===== src/rtl/tdm_demux4.sv =====
// tdm_demux4 -- receive-side demultiplexer for a 4-channel TDM sample stream.
//
// Tracks frame alignment from a start-of-frame marker, stages channels
// a..c, and presents each complete 4-sample frame on four registered
// outputs simultaneously. Channel index follows the {s1,s0} mux encoding:
// a=00, b=01, c=10, d=11.
//
// Ports:
//   clk          rising-edge clock
//   rst          asynchronous active-high reset
//   in_valid     sample present on in_data this cycle
//   in_data      sample (W bits)
//   in_sof       marks in_data as channel a (only meaningful with in_valid)
//   out_a..out_d channels 00..11 of the last complete frame
//   frame_valid  one-cycle pulse: out_a..out_d just updated
//   s1, s0       index of the next expected channel
//   locked       high while aligned (RUN)
//   sync_err     one-cycle pulse on an alignment violation
//   frame_cnt    completed frame count, wraps 255 -> 0
module tdm_demux4 #(
    parameter int W          = 1,
    parameter bit SOF_STRICT = 1'b1
) (
    input  logic         clk,
    input  logic         rst,
    input  logic         in_valid,
    input  logic [W-1:0] in_data,
    input  logic         in_sof,
    output logic [W-1:0] out_a,
    output logic [W-1:0] out_b,
    output logic [W-1:0] out_c,
    output logic [W-1:0] out_d,
    output logic         frame_valid,
    output logic         s1,
    output logic         s0,
    output logic         locked,
    output logic         sync_err,
    output logic [7:0]   frame_cnt
);

    typedef enum logic {
        HUNT = 1'b0,
        RUN  = 1'b1
    } state_t;

    state_t       state, state_nxt;
    logic [1:0]   idx, idx_nxt;
    logic [W-1:0] stg_a, stg_b, stg_c;
    logic [W-1:0] stg_a_nxt, stg_b_nxt, stg_c_nxt;
    logic [W-1:0] out_a_nxt, out_b_nxt, out_c_nxt, out_d_nxt;
    logic         frame_valid_nxt, sync_err_nxt;
    logic [7:0]   frame_cnt_nxt;

    always_ff @(posedge clk or posedge rst) begin
        if (rst) begin
            state       <= HUNT;
            idx         <= 2'b00;
            stg_a       <= '0;
            stg_b       <= '0;
            stg_c       <= '0;
            out_a       <= '0;
            out_b       <= '0;
            out_c       <= '0;
            out_d       <= '0;
            frame_valid <= 1'b0;
            sync_err    <= 1'b0;
            frame_cnt   <= '0;
        end else begin
            state       <= state_nxt;
            idx         <= idx_nxt;
            stg_a       <= stg_a_nxt;
            stg_b       <= stg_b_nxt;
            stg_c       <= stg_c_nxt;
            out_a       <= out_a_nxt;
            out_b       <= out_b_nxt;
            out_c       <= out_c_nxt;
            out_d       <= out_d_nxt;
            frame_valid <= frame_valid_nxt;
            sync_err    <= sync_err_nxt;
            frame_cnt   <= frame_cnt_nxt;
        end
    end

    always_comb begin
        state_nxt       = state;
        idx_nxt         = idx;
        stg_a_nxt       = stg_a;
        stg_b_nxt       = stg_b;
        stg_c_nxt       = stg_c;
        out_a_nxt       = out_a;
        out_b_nxt       = out_b;
        out_c_nxt       = out_c;
        out_d_nxt       = out_d;
        frame_valid_nxt = 1'b0;
        sync_err_nxt    = 1'b0;
        frame_cnt_nxt   = frame_cnt;

        if (in_valid) begin
            unique case (state)
                HUNT: begin
                    // Non-SOF samples are silently dropped while hunting.
                    if (in_sof) begin
                        stg_a_nxt = in_data;
                        idx_nxt   = 2'b01;
                        state_nxt = RUN;
                    end
                end
                RUN: begin
                    if (idx == 2'b00) begin
                        if (in_sof || !SOF_STRICT) begin
                            stg_a_nxt = in_data;
                            idx_nxt   = 2'b01;
                        end else begin
                            sync_err_nxt = 1'b1;
                            state_nxt    = HUNT;
                            idx_nxt      = 2'b00;
                        end
                    end else if (in_sof) begin
                        // Early SOF: drop the partial frame and realign on
                        // this sample without leaving RUN.
                        sync_err_nxt = 1'b1;
                        stg_a_nxt    = in_data;
                        stg_b_nxt    = '0;
                        stg_c_nxt    = '0;
                        idx_nxt      = 2'b01;
                    end else begin
                        unique case (idx)
                            2'b01: stg_b_nxt = in_data;
                            2'b10: stg_c_nxt = in_data;
                            default: begin
                                // Channel d bypasses staging so the whole
                                // frame lands on the same edge.
                                out_a_nxt       = stg_a;
                                out_b_nxt       = stg_b;
                                out_c_nxt       = stg_c;
                                out_d_nxt       = in_data;
                                frame_valid_nxt = 1'b1;
                                frame_cnt_nxt   = frame_cnt + 8'd1;
                            end
                        endcase
                        idx_nxt = idx + 2'd1;
                    end
                end
                default: begin
                    state_nxt = HUNT;
                    idx_nxt   = 2'b00;
                end
            endcase
        end
    end

    assign s1     = idx[1];
    assign s0     = idx[0];
    assign locked = (state == RUN);

endmodule


===== config.mk =====
export PLATFORM = sky130hd
export DESIGN_NAME = tdm_demux4
export DESIGN_NICKNAME = d
export VERILOG_FILES = /design/src/rtl/tdm_demux4.sv
export SDC_FILE = /design/constraint.sdc
export NUM_CORES = 1
export LEC_CHECK = 0
export CORE_AREA = 5 5 54 56
export DETAILED_ROUTE_END_ITERATION = 8
export DIE_AREA = 0 0 59 61
export PLACE_DENSITY_LB_ADDON = 0.25
export SYNTH_ARGS = -nofsm -noshare
export SYNTH_HDL_FRONTEND = slang
export SYNTH_SLANG_ARGS = --single-unit

===== constraint.sdc =====
create_clock -name clk -period 2.98 [get_ports clk]
set_clock_uncertainty 0.1 [all_clocks]
set_input_delay 0.894 -clock clk [delete_from_list [all_inputs] [get_ports clk]]
set_output_delay 0.894 -clock clk [all_outputs]
set_load 0.05 [all_outputs]

After elaboration in Yosys (flattened, before gate mapping)
Index checks and enable logic that the tools add are counted.

storage, ports and cells
  register bits after elaboration = 20
  bits in latches = 0
  bits in writable memories = 0
  bits in read-only memories = 0
  memories = 0

operators by class
  add/subtract/negate cells = 2
  $mul = 0
  div/mod/pow operators = 0
  $lt $le $gt $ge = 0
  eq/ne operators = 3
  shift operators = 0
  multiplexer cells = 22
  bitwise operators = 4
  reductions and logical operators = 9

operators with widths
  cell                   number
  $mux W1                17
  $add A8 B1 Y8 const B  1
  $reduce_and A4 Y1      2
  $mux W2                3
  $reduce_and A5 Y1      1
  $not A1 Y1             4
  $pmux W2 S2            1
  $reduce_and A2 Y1      2
  $reduce_bool A2 Y1     2
  $add A2 B1 Y2 const B  1
  $eq A2 B1 Y1 const B   1
  $eq A2 B2 Y1 const B   1
  $logic_not A2 Y1       1
  $ne A2 B2 Y1 const B   1
  $pmux W1 S2            1
  $reduce_or A2 Y1       1

Depth between registers and ports, before layout
  depth after elaboration = 7
  gate-level depth with buffers = 8

Least setup slack after synthesis
OpenSTA, ideal clock, no wires.

  kind = input port to flip-flop
  start = input in_sof
  end = register frame_cnt[3]
  setup time = 142 ps
  arrival = 1918 ps
  setup slack = 819 ps
  stages = 7
  path through = buf_2 -> inv_1 -> ha_1 -> and4b_2 -> buf_4 -> nand4_1 -> xnor2_1

on the way
  longest elaborated chain between the ends = 2

RTL lines
  element                      line  text
  start, declared              28    input logic in_sof,
  $not A1 Y1 (no line)         --
  $reduce_and A5 Y1 (no line)  --
  end signal, assigned         80    frame_cnt <= frame_cnt_nxt;
  end, declared                38    output logic [7:0] frame_cnt

No other way between the ends.
A chain may end at the register's enable or synchronous reset.

Worst setup path in the final report
  start = register state, in the netlist locked
  end = output locked

RTL lines
  element                 line  text
  start, declared         46    state_t state, state_nxt;
  start signal, assigned  69    state <= state_nxt;
  end, declared           36    output logic locked,

No word-level cell between the ends.

==> flow_summary.ini <==
[run_status]
status = finished, final reports clean

[global_route]
antenna_found_initial = 0
grt_pass1_vias = 714
grt_pass1_wl_um = 3130
track_usage = 0.116
grt_overflow_total = 0
grt_max_degree = 21

[setup_path]
worstPathCellList = clkdlybuf4s50_1
r2r_cells = 7
cp_max_fo = 10
slowest_stage = clkdlybuf4s50_1
cp.arrival_ns = 1.70
cp.depth = 1
cp-start-kind = flop
required_ns = 1.99
cp-end-kind = primary output
setup.worst_path.class = reg -> out
path_buf_inv = 1
slowest_delay_ns = 0.87
crit_family = buffers and inverters

[cts]
cts_tree = built
clkSinkCount = 20
cts_root_buf = clkbuf_4
post_cts_resized = 0
clk_latency_ns = 0.29
htreeDepth = 1
clkTransAtPathRegs_ns = 0.11
postCtsSetupBuffers = 0
ctsHoldBuffers = 0
clockBufferDepth = 2
cts_inserted_buffers = 3

[die]
core_area_sq_mm = 0.00239
initial_core_util = 0.405
die_height_um = 61
die_area_sq_mm = 0.00360
row_count = 18
ios = 22
die_w_um = 59

[routing]
final_antenna_net_count = 0
drt_iter0_drc = 15
vias_per_cell = 4.87
drtPass1Iterations = 4
wl_per_cell_um = 12.6
vias = 696
drc_errors = 0
routed_wl_um = 1810

[sta]
final_max_slew_viol_count = 0
rsz0062_at_grt = false
fin_crit_sh = 0.903
setup_viol = 0
maxSlewHeadroom = 0.497
min_period_ns = 2.69
fmax_ghz = 0.372
hold_viol = 0
tightestPinTransition_ns = 0.753
tns_ns = 0

[yosys]
syn_nets = 100
yosys.area.top_type_share = 0.518
ys_warn_count = 0
synth_top_area_cell = dfrtp_1
seq_area_frac_synth = 0.518
synth.area.top_cells = dfrtp_1, nand2_1, ha_1, xnor2_1, o21ai_0
syn_avg_cell_area_sq_um = 10.6
ys_types = 25
ys_seq_elements = 20
ys.flop_type = dfrtp_1
synth_async_sr_flop_share = 1.00
synth_edf_count = 0
synth_area_sq_um = 966
netlist_instances = 91

[hold_path]
min_path_cells = 1
hold_path_class = reg -> reg

[pwr]
power.leakage_nw = 0.586
ir_drop_mv = 0.550
p_comb_frac = 0.493
swShare = 0.458
power_density_mw_per_mm2 = 959
power_frac_clock = 0.131
switchingPower_uw = 538
p_int_uw = 638
p_seq_frac = 0.376

[cells_and_area]
num_antenna_cells = 0
final_area_sq_mm = 0.00123
syn_to_final_growth_pct = 26.9
layout-drive-gt1-share = 0.0973
final_util = 0.514
nets = 123

[job]
maxCapViolations = 0

[place]
placed_cell_area_sq_mm = 0.00119
io_buffer_count = 21
place_hpwl_um = 1370
gp_congestion = 0.773
==> metrics by stage <==
stage / worst slack [ns] / hold slack [ns] / power, mW / instances
after floorplan: 0.819 / 0.333 / 0.857 / 91
after global placement: 0.518 / 0.357 / 1.02 / 139
after detailed placement: 0.458 / 0.372 / 1.04 / 139
after CTS: 0.258 / 0.396 / 1.19 / 143
after global routing: 0.173 / 0.414 / 1.26 / 143
final: 0.289 / 0.390 / 1.18 / 143
==> power groups by stage <==
stage	Clock, mW	Sequential, mW	Combinational [mW]
2_1_floorplan	0	0.656	0.200
3_3_place_gp	0	0.446	0.579
3_5_place_dp	0	0.449	0.586
4_1_cts	0.163	0.444	0.588
5_1_grt	0.177	0.459	0.623
6_report	0.154	0.442	0.580
==> Yosys cell counts (2+ instances only) <==
library cell and number:
and4b_2 2, buf_4 2, dfrtp_1 20, ha_1 4, inv_1 6, mux2i_1 2, nand2_1 24, nand4_1 2
nor2b_1 2, nor3_1 2, o21ai_0 6, xnor2_1 4, xor2_1 3
==> cell type report <==
| class | count | area (sq um) |
|---|---|---|
| inverter | 6 | 22.5 |
| tap | 30 | 37.5 |
| fill | 242 | 1160 |
| sequential | 20 | 500 |
| timing repair buffer | 22 | 218 |
| multi-input combinational | 61 | 412 |
| clock buffer | 4 | 36.3 |
==> layer usage <==
| layer | global-route usage | share of wire |
|---|---|---|
| met3 | 0.0277 | 0.043 |
| met1 | 0.134 | 0.44 |
| met5 | 0 | 0 |
| met2 | 0.202 | 0.51 |
| met4 | 0.0583 | 0.0083 |
==> placed cells by master, fill, tap and decap left out, types with 2 or more instances in the layout <==
master and instances:
nand2_1 24, nand4_1 2, xnor2_1 4, clkbuf_4 3
nor2b_1 2, nor3_1 2, xor2_1 3, mux2i_1 2
dfrtp_1 20, clkdlybuf4s50_1 21, and4b_2 2, o21ai_0 6
ha_1 4, inv_1 6
==> cells by family (layout without fill, tap and decap cells) <==
kind of cell / Yosys count / after routing / share of synthesized area
simple gates: 38 / 38 / 0.227
mux: 3 / 3 / 0.0324
flops: 20 / 20 / 0.518
compound gates: 9 / 9 / 0.0518
xor+xnor: 7 / 7 / 0.0635
buf+inv: 10 / 32 / 0.0557
fa+ha+maj: 4 / 4 / 0.0518
==> registers in the layout, summed over array words and instances (netlist names) <==
signal and count:
stg_a 1, stg_c 1, out_b 1, sync_err 1, stg_b 1, out_c 1, out_a 1, frame_cnt 8
out_d 1, frame_valid 1, locked 1, idx 2
==> final timing paths <==
| path | startpoint | slack [ns] | to |
|---|---|---|---|
| max | locked | 0.29 | locked |
| min | frame_cnt[7] | 0.39 | frame_cnt[7] |
| max reg2reg | idx[0] | 1.04 | frame_cnt[7] |
| min reg2reg | frame_cnt[7] | 0.39 | frame_cnt[7] |
| max in group asynchronous | rst | 1.39 | frame_cnt[5] |
| min in group asynchronous | rst | 0.92 | frame_cnt[0] |
(Power assumes the default switching activity.)
